===== src/rtl/counter_pkg.sv =====
// Shared constants and helpers for the cascaded counter chain.
package counter_pkg;

  localparam logic DIR_UP   = 1'b1;
  localparam logic DIR_DOWN = 1'b0;

  localparam bit MODE_WRAP = 1'b0;
  localparam bit MODE_SAT  = 1'b1;

  localparam int unsigned MAX_STAGE_WIDTH = 64;

  // Terminal value for a stage of the given width: all-ones counting up, zero counting down.
  function automatic logic [MAX_STAGE_WIDTH-1:0] terminal_value(input int unsigned width,
                                                                input logic        dir);
    logic [MAX_STAGE_WIDTH-1:0] ones;
    ones = '1;
    return (dir == DIR_UP) ? (ones >> (MAX_STAGE_WIDTH - width)) : '0;
  endfunction

endpackage


===== src/rtl/cascade_counter_stage.sv =====
// One W-bit up/down stage with load, hold and terminal-value detect.
module cascade_counter_stage
  import counter_pkg::*;
#(
  parameter int unsigned W = 16
) (
  input  logic         clk,
  input  logic         reset,
  input  logic         en,
  input  logic         up_down,
  input  logic         load,
  input  logic [W-1:0] load_value,
  input  logic         hold,
  output logic [W-1:0] count,
  output logic         tc
);

  logic [W-1:0] count_d;
  logic [W-1:0] count_q;

  // Load beats saturate-hold, which beats counting.
  always_comb begin
    count_d = count_q;
    if (load) begin
      count_d = load_value;
    end else if (hold) begin
      count_d = count_q;
    end else if (en) begin
      count_d = (up_down == DIR_UP) ? (count_q + W'(1)) : (count_q - W'(1));
    end
  end

  always_ff @(posedge clk) begin
    if (!reset) begin
      count_q <= '0;
    end else begin
      count_q <= count_d;
    end
  end

  assign count = count_q;
  assign tc    = (count_q == W'(terminal_value(W, up_down)));

endmodule


===== src/rtl/cascade_counter.sv =====
// Chain of NUM_STAGES counter stages joined by a single-cycle enable ripple.
module cascade_counter
  import counter_pkg::*;
#(
  parameter int unsigned STAGE_WIDTH = 16,
  parameter int unsigned NUM_STAGES  = 4,
  parameter bit          SATURATE    = MODE_WRAP
) (
  input  logic                              clk,
  input  logic                              reset,
  input  logic                              enable,
  input  logic                              up_down,
  input  logic                              load,
  input  logic [STAGE_WIDTH*NUM_STAGES-1:0] load_value,
  input  logic                              clear_ovf,
  output logic [STAGE_WIDTH*NUM_STAGES-1:0] count,
  output logic [NUM_STAGES-1:0]             stage_tc,
  output logic                              terminal_count,
  output logic                              overflow
);

  logic [NUM_STAGES-1:0] en;
  logic                  tc_all;
  logic                  hold;
  logic                  ovf_d;
  logic                  ovf_q;

  // Stage i is enabled when the request reaches it through every lower terminal stage.
  always_comb begin
    logic carry;
    en    = '0;
    carry = enable;
    for (int i = 0; i < int'(NUM_STAGES); i++) begin
      en[i] = carry;
      carry = carry & stage_tc[i];
    end
    tc_all = carry;
  end

  assign terminal_count = tc_all;
  assign hold           = SATURATE & tc_all;

  for (genvar g = 0; g < int'(NUM_STAGES); g++) begin : g_stage
    cascade_counter_stage #(
      .W (STAGE_WIDTH)
    ) u_stage (
      .clk        (clk),
      .reset      (reset),
      .en         (en[g]),
      .up_down    (up_down),
      .load       (load),
      .load_value (load_value[g*STAGE_WIDTH +: STAGE_WIDTH]),
      .hold       (hold),
      .count      (count[g*STAGE_WIDTH +: STAGE_WIDTH]),
      .tc         (stage_tc[g])
    );
  end

  // Sticky overflow: a terminal event wins over a same-cycle clear; load suppresses the event.
  always_comb begin
    ovf_d = ovf_q;
    if (!load && tc_all) begin
      ovf_d = 1'b1;
    end else if (clear_ovf) begin
      ovf_d = 1'b0;
    end
  end

  always_ff @(posedge clk) begin
    if (!reset) begin
      ovf_q <= 1'b0;
    end else begin
      ovf_q <= ovf_d;
    end
  end

  assign overflow = ovf_q;

endmodule


===== config.mk =====
export PLATFORM = sky130hd
export DESIGN_NAME = cascade_counter
export DESIGN_NICKNAME = d
export VERILOG_FILES = /design/src/rtl/counter_pkg.sv /design/src/rtl/cascade_counter_stage.sv /design/src/rtl/cascade_counter.sv
export SDC_FILE = /design/constraint.sdc
export NUM_CORES = 1
export LEC_CHECK = 0
export CORE_MARGIN = 2
export CORE_UTILIZATION = 46
export CTS_BUF_LIST = sky130_fd_sc_hd__clkbuf_4 sky130_fd_sc_hd__clkbuf_8 sky130_fd_sc_hd__clkbuf_16
export CTS_CLUSTER_DIAMETER = 200
export DETAILED_ROUTE_END_ITERATION = 12
export GPL_TIMING_DRIVEN = 0
export PLACE_DENSITY = 0.78
export SETUP_SLACK_MARGIN = 0.1
export SLEW_MARGIN = 10
export SYNTH_ARGS = -nofsm -noshare
export SYNTH_HDL_FRONTEND = slang
export SYNTH_SLANG_ARGS = --single-unit
export TNS_END_PERCENT = 10

===== constraint.sdc =====
create_clock -name clk -period 5 [get_ports clk]
set_input_delay 1 -clock clk [delete_from_list [all_inputs] [get_ports clk]]
set_output_delay 1 -clock clk [all_outputs]
set_load 0.05 [all_outputs]

==> impl_results.md <==
- Worst Path Buf+Inv: 8
- Sw frac: 37.42%
- Max_slew headroom: 37.92%
- # setup viols final: 0
- Most frequent cells in the layout: clkdlybuf4s50_1 (132), a21oi_1 (68), o21ai_0 (67)
- PwrDens: 258.2 mW/mm^2
- P_sw: 0.7653 mW
- Nets@finish: 1053
- Vias per Instance: 6.015
- Clock period minus worst slack: 4771 ps
- DRC errors left: 0
- Crit. Startpoint: up_down
- Critical Path, Cell by Cell: clkbuf_4 -> clkbuf_8 -> clkinvlp_4 -> buf_12 -> ha_1 -> and4_4 -> nand3_1 -> or3_1 -> buf_2 -> clkinv_2 -> nand4_1 -> buf_4 -> nor2_4 -> buf_4
- Largest net degree at the start of global routing: 32
- Cell internal pwr: 1.280 mW
- Final Hold Fails: 0
- GRT Total Usage: 30.28%
- Final Cell Area: 0.007921 mm^2
- Reg2reg start: g_stage[0].u_stage.count[6]
- Core Box Area: 0.01257 mm^2
- WHS Endpoint: overflow
- Vias in the first global route: 6220
- Horiz. Die Dim: 117.2 um
- CP most frequent cell: buf_4
- Reg2reg path depth: 10
- CP Class: in -> out
- Final period util: 95.42%
- Synthesis Warnings: 0
- Placed cells: 1080
- Synth Register Bits: 65
- Share of the yosys chip area belonging to registers: 22.08%
- CTS tree: built
- FF-to-FF End: g_stage[3].u_stage.count[15]
- I/O pin count: 140
- Max cap viols: 0
- Most common cell after layout, fill and taps aside: clkdlybuf4s50_1
- Worst-Skew Late Latency: 350 ps
- Root Buffer: clkbuf_16
- Diodes inserted: 0
- Sequential share of power: 29.1%
- Initial DRC count: 451
- Hold path startpoint: overflow
- Die height: 117.2 um
- Clk slew on worst S/H paths: 60 ps
- Hold buffers post-CTS: 0
- Std cell rows: 41
- TNS Setup: 0 ps
- Share of cells above drive strength 1: 5.933%
- Hold Path Class: reg -> reg
- Leakage: 3.207 nW
- Post-synth ARST share: 0%
- R2R setup slack: 1980 ps
- Outcome: finished clean
- Drt first pass iters: 7
- Vias: 6611
- Post-synth EDFFs: 0
- Dpl hpwl: 14.89 mm
- CTS Buf Count: 9
- Logic gate share of total power: 39.5%
- Die area: 0.01374 mm^2
- CP top delay family: buffers and inverters
- Initial core utilization: 46.90%
- Distinct cells, synth: 66
- Placed Area: 0.007579 mm^2
- Cells after Synth: 769
- Grt total ovfl: 0
- Crit. End Element: output port
- Fmax: 209.6 MHz
- Tightest Pin Transition: 931.3 ps
- Routed Wire Length: 20.64 mm
- RSZ-0062 raised after global routing: true
- CTS sink count: 65
- Startpoint Class: input port
- Antenna viol nets, final: 0
- Synth Cell Area: 0.005894 mm^2
- Worst Path Max Fanout: 31
- CP required: 4000 ps
- Max incr delay on CP: 380 ps
- Peak supply drop: 0.0001648 V
- Htree depth: 3
- Mapped Nets: 899
- Hold Path Stages: 2
- Clock Skews: 8.090 ps
- Global-route wire length before repair: 32.13 mm
- Clk buf depth: 2
- WL/cell: 18.78 um
- CP max-delay cell: ha_1
- Final Max Slew Viols: 0
- Antenna violations before repair: 0
- Area Overhead vs Synth: 34.39%
- Top_reg_cell synth: dfxtp_1
- Clock network fraction of total power: 31.5%
- Syn avg cell area: 7.665 um^2
- Arr. time, crit path: 3770 ps
- Final non-filler cell total: 1099
- Port Buffer Count: 138
- Placer's final routability congestion estimate: 0.9178
stage by stage:
stage          hold WS, ps  worst slack, ps  total power, mW  utilization, %
2_1_floorplan        689.8           -10.88            1.145               -
3_3_place_gp         460.6            -2515            1.377           60.14
5_1_grt              502.7            97.83            2.141           63.03
4_1_cts              478.0            143.8            2.028           62.92
3_5_place_dp         468.3            -2012            1.387           60.30
6_report             475.2            229.1            2.045           63.03
Yosys cell counts (10+ instances only):
cell type | n | share of area, %
nor3_1 | 25 | 2.1
xnor2_1 | 32 | 4.8
clkbuf_1 | 25 | 1.6
nor2_1 | 64 | 4.1
a31oi_1 | 14 | 1.5
ha_1 | 56 | 12
a211oi_1 | 21 | 2.7
mux2i_1 | 22 | 3.7
nand2_1 | 55 | 3.5
inv_1 | 27 | 1.7
and3_1 | 12 | 1.3
a21o_1 | 19 | 2.4
o21a_1 | 10 | 1.3
nand3_1 | 22 | 1.9
a21oi_1 | 68 | 5.8
nand4_1 | 17 | 1.8
xor2_1 | 15 | 2.2
o21ai_0 | 67 | 5.7
dfxtp_1 | 65 | 22
metal layers:
layer  global-route usage (%)  part of all wire (%)
met1                    39.82                    43
met2                    48.31                    46
met3                    5.613                   7.8
met4                    13.57                   3.1
met5                        0                     0
power groups by stage:
stage / registers [mW] / clock network [mW] / logic [mW]
2_1_floorplan: 0.721 / 0 / 0.424
3_3_place_gp: 0.603 / 0 / 0.774
3_5_place_dp: 0.603 / 0 / 0.784
4_1_cts: 0.593 / 0.643 / 0.793
5_1_grt: 0.598 / 0.670 / 0.873
6_report: 0.594 / 0.644 / 0.807
cell families after synthesis:
logic type                 after synthesis  share of synthesized area, %
buffers and inverters                   66                         4.733
adders and majority gates               60                         13.25
muxes                                   23                         3.927
DFF                                     65                         22.08
xor gates and xnor gates                47                         6.984
and+or+nand+nor                        246                         20.80
AOI/OAI and AO/OA                      262                         28.23
flip-flops by register name, indices dropped and copies added (netlist names):
name	cells
g_stage.u_stage.count	64
overflow	1
cell type report:
class	instances	area (um^2)
Fill cell	1166	4647
Multi-Input combinational cell	638	4389
Timing Repair Buffer	144	1435
Sequential cell	65	1301
Clock buffer	11	240.2
Tap cell	172	215.2
Buffer	35	173.9
Inverter	29	113.9
Clock inverter	4	45.04
Timing Repair inverter	1	7.507
worst reg2reg max path, delay by kind of cell (launching register included):
kind	cells	cell delay (ps)
AOI/OAI and AO/OA	1	250
adders and majority gates	1	370
buffers and inverters	2	330
and+or+nand+nor	6	1630
DFF	1	340
worst max-delay path by stage:
| stage | endpoint | slack [ps] | cells past startpoint |
|---|---|---|---|
| after floorplan | terminal_count | -10 | 10 |
| after detailed placement | terminal_count | -2010 | 13 |
| after CTS | terminal_count | 140 | 14 |
| after global routing | terminal_count | 100 | 14 |
| after global placement | terminal_count | -2520 | 12 |
| final | terminal_count | 230 | 14 |
timing repair:
item,in CTS,in global routing
buffers inserted,5,0
pin swaps,1,0
setup endpoints to repair,53,2
gates resized for setup,21,5
cloned,1,0
Power figures use the tool's default switching activity.
